File: src/rtl/twos_negate_seq_pkg.sv
// rtl/twos_negate_seq_pkg.sv - mode encodings, FSM states and chunk-count helper
package twos_negate_seq_pkg;

   localparam logic [1:0] MODE_PASS = 2'b00;
   localparam logic [1:0] MODE_NEG  = 2'b01;
   localparam logic [1:0] MODE_ABS  = 2'b10;
   localparam logic [1:0] MODE_NABS = 2'b11;

   typedef enum logic [1:0] {
      IDLE = 2'b00,
      BUSY = 2'b01,
      DONE = 2'b10
   } state_e;

   function automatic int ceil_div(input int n, input int d);
      return (n + d - 1) / d;
   endfunction

endpackage

File: src/rtl/twos_negate_seq_if.sv
// rtl/twos_negate_seq_if.sv - operand/result handshake bundle for twos_negate_seq
interface twos_negate_seq_if #(
   parameter int WIDTH = 6
);
   logic             in_valid;
   logic             in_ready;
   logic [WIDTH-1:0] in_data;
   logic [1:0]       in_mode;
   logic             out_valid;
   logic             out_ready;
   logic [WIDTH-1:0] out_data;
   logic             out_ovf;

   modport master (
      output in_valid, in_data, in_mode, out_ready,
      input  in_ready, out_valid, out_data, out_ovf
   );

   modport slave (
      input  in_valid, in_data, in_mode, out_ready,
      output in_ready, out_valid, out_data, out_ovf
   );
endinterface

File: src/rtl/twos_negate_seq_neg_chunk_add.sv
// rtl/twos_negate_seq_neg_chunk_add.sv - CHUNK-bit adder with operand invert, carry in and carry out
module neg_chunk_add #(
   parameter int CHUNK = 2
) (
   input  logic [CHUNK-1:0] a_i,
   input  logic             inv_i,
   input  logic             cin_i,
   output logic [CHUNK-1:0] sum_o,
   output logic             cout_o
);
   logic [CHUNK:0] total;

   assign total           = {1'b0, a_i ^ {CHUNK{inv_i}}} + {{CHUNK{1'b0}}, cin_i};
   assign {cout_o, sum_o} = total;
endmodule

File: src/rtl/twos_negate_seq.sv
// rtl/twos_negate_seq.sv - chunked multi-cycle pass/negate/abs/neg-abs unit
// Optional NEG_SAT_EN: saturate overflowing results to the most-positive value.
import twos_negate_seq_pkg::*;

module twos_negate_seq #(
   parameter int WIDTH = 6,
   parameter int CHUNK = 2
) (
   input  logic              clk,
   input  logic              rst_n,
   twos_negate_seq_if.slave  bus
);
   localparam int NCHUNK = ceil_div(WIDTH, CHUNK);
   localparam int PW     = NCHUNK * CHUNK;
   localparam int IW     = (NCHUNK > 1) ? $clog2(NCHUNK) : 1;
   localparam logic [WIDTH-1:0] MOST_NEG = {1'b1, {(WIDTH-1){1'b0}}};
`ifdef NEG_SAT_EN
   localparam logic [WIDTH-1:0] MOST_POS = ~MOST_NEG;
`endif

   state_e           state_q, state_d;
   logic [PW-1:0]    op_q, op_d;
   logic [PW-1:0]    res_q, res_d;
   logic [PW-1:0]    res_shift;
   logic [IW-1:0]    idx_q, idx_d;
   logic             inv_q, inv_d;
   logic             carry_q, carry_d;
   logic             ovf_pend_q, ovf_pend_d;
   logic [WIDTH-1:0] out_data_q, out_data_d;
   logic             out_ovf_q, out_ovf_d;
   logic [CHUNK-1:0] sum;
   logic             cout;
   logic             in_ready_c;
   logic             out_valid_c;
   logic             inv_sel;

   // Operand shifts down one chunk per cycle; sums enter the result from the top.
   neg_chunk_add #(.CHUNK(CHUNK)) u_add (
      .a_i   (op_q[CHUNK-1:0]),
      .inv_i (inv_q),
      .cin_i (carry_q),
      .sum_o (sum),
      .cout_o(cout)
   );

   assign res_shift = (res_q >> CHUNK) | (PW'(sum) << (PW - CHUNK));

   always_comb begin
      inv_sel = 1'b0;
      case (bus.in_mode)
         MODE_PASS: inv_sel = 1'b0;
         MODE_NEG:  inv_sel = 1'b1;
         MODE_ABS:  inv_sel = bus.in_data[WIDTH-1];
         MODE_NABS: inv_sel = ~bus.in_data[WIDTH-1];
         default:   inv_sel = 1'b0;
      endcase
   end

   always_comb begin
      state_d     = state_q;
      op_d        = op_q;
      res_d       = res_q;
      idx_d       = idx_q;
      inv_d       = inv_q;
      carry_d     = carry_q;
      ovf_pend_d  = ovf_pend_q;
      out_data_d  = out_data_q;
      out_ovf_d   = out_ovf_q;
      in_ready_c  = 1'b0;
      out_valid_c = 1'b0;
      case (state_q)
         IDLE: begin
            in_ready_c = 1'b1;
            if (bus.in_valid) begin
               op_d       = PW'(bus.in_data);
               res_d      = '0;
               idx_d      = '0;
               inv_d      = inv_sel;
               carry_d    = inv_sel;
               ovf_pend_d = (bus.in_data == MOST_NEG) &&
                            ((bus.in_mode == MODE_NEG) || (bus.in_mode == MODE_ABS));
               state_d    = BUSY;
            end
         end
         BUSY: begin
            op_d    = op_q >> CHUNK;
            res_d   = res_shift;
            carry_d = cout;
            idx_d   = idx_q + 1'b1;
            if (idx_q == IW'(NCHUNK - 1)) begin
               state_d    = DONE;
               out_data_d = res_shift[WIDTH-1:0];
               out_ovf_d  = ovf_pend_q;
`ifdef NEG_SAT_EN
               if (ovf_pend_q) out_data_d = MOST_POS;
`endif
            end
         end
         DONE: begin
            out_valid_c = 1'b1;
            if (bus.out_ready) state_d = IDLE;
         end
         default: state_d = IDLE;
      endcase
   end

   always_ff @(posedge clk or negedge rst_n) begin
      if (!rst_n) begin
         state_q    <= IDLE;
         op_q       <= '0;
         res_q      <= '0;
         idx_q      <= '0;
         inv_q      <= 1'b0;
         carry_q    <= 1'b0;
         ovf_pend_q <= 1'b0;
         out_data_q <= '0;
         out_ovf_q  <= 1'b0;
      end else begin
         state_q    <= state_d;
         op_q       <= op_d;
         res_q      <= res_d;
         idx_q      <= idx_d;
         inv_q      <= inv_d;
         carry_q    <= carry_d;
         ovf_pend_q <= ovf_pend_d;
         out_data_q <= out_data_d;
         out_ovf_q  <= out_ovf_d;
      end
   end

   assign bus.in_ready  = in_ready_c;
   assign bus.out_valid = out_valid_c;
   assign bus.out_data  = out_data_q;
   assign bus.out_ovf   = out_ovf_q;
endmodule

File: src/flat_wrapper.sv
// flat-port wrapper written by rule: the top's interface ports become plain ports
module twos_negate_seq_flat 
#(
   parameter int WIDTH = 6,
   parameter int CHUNK = 2
)
  (clk, rst_n, bus_in_valid, bus_in_data, bus_in_mode, bus_out_ready, bus_in_ready, bus_out_valid, bus_out_data, bus_out_ovf);
  twos_negate_seq_if #(.WIDTH(WIDTH)) bus_i ();
  input  logic clk;
  input  logic rst_n;
  input wire logic [$bits(bus_i.in_valid)-1:0] bus_in_valid;
  input wire logic [$bits(bus_i.in_data)-1:0] bus_in_data;
  input wire logic [$bits(bus_i.in_mode)-1:0] bus_in_mode;
  input wire logic [$bits(bus_i.out_ready)-1:0] bus_out_ready;
  output wire logic [$bits(bus_i.in_ready)-1:0] bus_in_ready;
  output wire logic [$bits(bus_i.out_valid)-1:0] bus_out_valid;
  output wire logic [$bits(bus_i.out_data)-1:0] bus_out_data;
  output wire logic [$bits(bus_i.out_ovf)-1:0] bus_out_ovf;
  assign bus_i.in_valid = bus_in_valid;
  assign bus_i.in_data = bus_in_data;
  assign bus_i.in_mode = bus_in_mode;
  assign bus_i.out_ready = bus_out_ready;
  assign bus_in_ready = bus_i.in_ready;
  assign bus_out_valid = bus_i.out_valid;
  assign bus_out_data = bus_i.out_data;
  assign bus_out_ovf = bus_i.out_ovf;
  twos_negate_seq #(.WIDTH(WIDTH), .CHUNK(CHUNK)) u_core (.clk(clk), .rst_n(rst_n), .bus(bus_i));
endmodule
File: config.mk
export PLATFORM = sky130hd
export DESIGN_NAME = twos_negate_seq_flat
export DESIGN_NICKNAME = d
export VERILOG_FILES = /design/src/rtl/twos_negate_seq_pkg.sv /design/src/rtl/twos_negate_seq_if.sv /design/src/rtl/twos_negate_seq_neg_chunk_add.sv /design/src/rtl/twos_negate_seq.sv /design/src/flat_wrapper.sv
export SDC_FILE = /design/constraint.sdc
export NUM_CORES = 1
export LEC_CHECK = 0
export CORE_UTILIZATION = 45
export DETAILED_ROUTE_END_ITERATION = 8
export GPL_TIMING_DRIVEN = 0
export PLACE_DENSITY = 0.74
export RECOVER_POWER = 50
export SLEW_MARGIN = 10
export SYNTH_ARGS = -nofsm -noshare
export SYNTH_HDL_FRONTEND = slang
export SYNTH_SLANG_ARGS = --single-unit
export TNS_END_PERCENT = 20
File: constraint.sdc
create_clock -name clk -period 1.36 [get_ports clk]
set_input_delay 0.204 -clock clk [delete_from_list [all_inputs] [get_ports clk]]
set_output_delay 0.204 -clock clk [all_outputs]
set_load 0.1 [all_outputs]
==> results_dict.tcl <==
set metrics [dict create \
    dr_total_vias 766 \
    synthCells 88 \
    r2r_cells 4 \
    fin_crit_ns 1.382 \
    initial_core_util_pct 48.12 \
    yosys-top-cells-count "dfrtp_1 (24), nand2_1 (9), mux2_2 (7), o21ai_0 (7), ha_1 (5)" \
    crit_required_ns 1.16 \
    yosysTopAreaCell "dfrtp_1" \
    end_kind "output pin" \
    violations "negative setup slack" \
    nNetsFinal 136 \
    drive_above_1_share_pct 35.04 \
    fin_ws_ns -0.02248 \
    fillers 180 \
    post_drt_wl_per_cell_um 14.29 \
    synth_area_um2 1075 \
    path_max_fanout 5 \
    fin_crit_sh_pct 101.7 \
    synth_nets 105 \
    relSlewSlack_pct 30.51 \
    root_buffer "clkbuf_4" \
    ys_warn_count 0 \
    first_pass_iters 4 \
    synth_edf_count 0 \
    reg2reg_to "u_core.carry_q$_DFFE_PN0P_" \
    cts_made_buffers 3 \
    cts_tree "built" \
    post-dp-hpwl_um 1334 \
    grt_pass1_wl_um 3318 \
    r2r_start "u_core.state_q[1]$_DFFE_PN0P_" \
    die_area_um2 2588 \
    cts.clk_slew.worst_paths_ns 0.12 \
    synth_area_leaders "dfrtp_1 (56%), mux2_2 (7.3%), ha_1 (5.8%)" \
    gp_congestion 0.7475 \
    ys_types 26 \
    yosysMostFrequentCell "dfrtp_1" \
    hold_end "u_core.inv_q$_DFFE_PN0P_" \
    rsz0062_at_grt "yes" \
    critPathKind "flop to output pin" \
    clock_latency_ns 0.30 \
    routed_wl_um 2072 \
    synth_top_area_share_pct 55.88 \
    grt_max_degree 25 \
    die_w_um 50.87 \
    finClkSkew_ns 0.003760 \
    critPathArrivalTime_ns 1.18 \
    status "finished with violations" \
    worstMarginPinSlew_ns 1.039 \
    grt_pass1_vias 791 \
    coreArea_um2 2233 \
    hold_path_startpoint "bus_in_mode[1]" \
    cts_sinks 24 \
    slew_violations 0 \
    overflow 0 \
    io_pins 21 \
    ys_ff_latch 24 \
    row_count 17 \
    clockBufferDepth 2 \
    multi_input_area_um2 504.2 \
    async_flop_share_pct 100.0 \
    drt_iter0_markers 5 \
    fp.dieH_um 50.87 \
    hold_path_depth 3 \
    gr-usage-all-layers_pct 17.32 \
    antenna_found_initial 0 \
    finalSetupViolCount 2 \
    diodes 0 \
    seq_area_um2 600.6 \
    start_kind "flop" \
    syn_area_per_cell_um2 12.21 \
    drv_cap 0 \
    reg2reg_slack_ns 0.02 \
    drt-vias-per-instance 5.283 \
    drc 0 \
    min_path_type "primary input to flop" \
    whs_ns 0.3873 \
    ys_seq_area_share_pct 55.88 \
    hold_viol 0 \
    cts_hold_buf 0 \
    ant_nets 0 \
    htreeDepth 1 \
    max_clock_freq_mhz 723.3 \
    synth_flop_cell "dfrtp_1" \
    io_buffers 20 \
    areaGrowthSynthToFinish_pct 33.64 \
]
## through the flow
| step | instance area (µm²) | instances | setup slack, ns | TNS [ns] | utilization (%) |
|---|---|---|---|---|---|
| detailed placement | 1320 | 136 | -0.6515 | -9.771 | 59.10 |
| finish | 1436 | 145 | -0.02248 | -0.02572 | 64.31 |
| CTS | 1400 | 143 | -0.01053 | -0.02958 | 62.69 |
| global placement | 1320 | 136 | -0.6590 | -9.051 | 59.10 |
| floorplan | 1085 | 88 | -0.1993 | -0.2303 | - |
| global route | 1436 | 145 | -0.06317 | -0.3825 | 64.31 |
## routing by layer
metal | part of all wire (%) | global-route usage [%]
met5 | 0 | 0
met4 | 0 | 5.556
met3 | 4.2 | 2.679
met2 | 53 | 30.22
met1 | 43 | 21.94
## critical path: stages (launching register included)
cell	delay [ns]
dfrtp_1	0.41
buf_6	0.14
nor2_4	0.14
buf_12	0.19
## placed cells by master, fill, tap and decap left out, drive strengths merged
master | synthesis | routed
a21oi | 1 | 1
clkbuf | 0 | 5
nor2b | 1 | 1
buf | 3 | 16
a221o | 1 | 1
and2b | 1 | 1
dfrtp | 24 | 24
nand2 | 10 | 10
xor2 | 2 | 2
o21bai | 1 | 1
nor4b | 1 | 1
a21o | 1 | 1
a32o | 2 | 2
or3b | 1 | 1
dlymetal6s2s | 0 | 2
o31ai | 1 | 1
ha | 5 | 5
o21ai | 7 | 7
clkdlybuf4s50 | 0 | 9
a22oi | 4 | 4
nor3 | 1 | 1
nor2 | 4 | 4
a22o | 4 | 4
inv | 4 | 4
mux2i | 1 | 1
a211oi | 1 | 1
mux2 | 7 | 7
## flip-flops by register name, indices dropped and copies added (netlist names)
signal	flops
u_core.carry_q	1
u_core.bus.out_ovf	1
u_core.bus.out_data	6
u_core.idx_q	2
u_core.op_q	6
u_core.ovf_pend_q	1
u_core.res_q	4
u_core.inv_q	1
u_core.state_q	2
## cells by family after synthesis
kind of cell	Yosys count	synth area share (%)
AO/OA/AOI/OAI	23	16.06
XOR/XNOR	2	1.630
adder cells (fa/ha/maj)	5	5.821
buffers and inverters	7	3.376
flip-flops	24	55.88
multiplexers	8	8.266
AND/OR/NAND/NOR	19	8.964
## timing repair
action | in CTS | in global routing
gates resized for setup | 62 | 7
cloned | 0 | 1
endpoints found under the setup margin | 19 | 17
pin swaps | 2 | 1
buffers inserted | 4 | 1
## worst max path at each step
stage	startpoint	endpoint	slack [ns]	cells after the start
floorplan	u_core.state_q[0]$_DFFE_PN0P_	bus_out_valid	-0.20	2
global placement	u_core.state_q[0]$_DFFE_PN0P_	bus_in_ready	-0.66	3
detailed placement	u_core.state_q[0]$_DFFE_PN0P_	bus_in_ready	-0.65	3
CTS	u_core.state_q[0]$_DFFE_PN0P_	bus_out_valid	-0.01	3
global route	u_core.state_q[1]$_DFFE_PN0P_	bus_in_ready	-0.06	3
finish	u_core.state_q[1]$_DFFE_PN0P_	bus_in_ready	-0.02	3
## final cells by class
| cell class | count | area share, % |
|---|---|---|
| plain buffers | 3 | 2.091 |
| clock buffers | 3 | 1.568 |
| inverters | 4 | 1.045 |
| multi-input cells | 57 | 35.10 |
| flip-flops and latches | 24 | 41.81 |
| well taps | 28 | 2.439 |
| repair buffers | 26 | 15.94 |
Power is left out: the tool's default activity adds up to more than one toggle a clock period on the data nets, which glitch-free logic cannot reach.
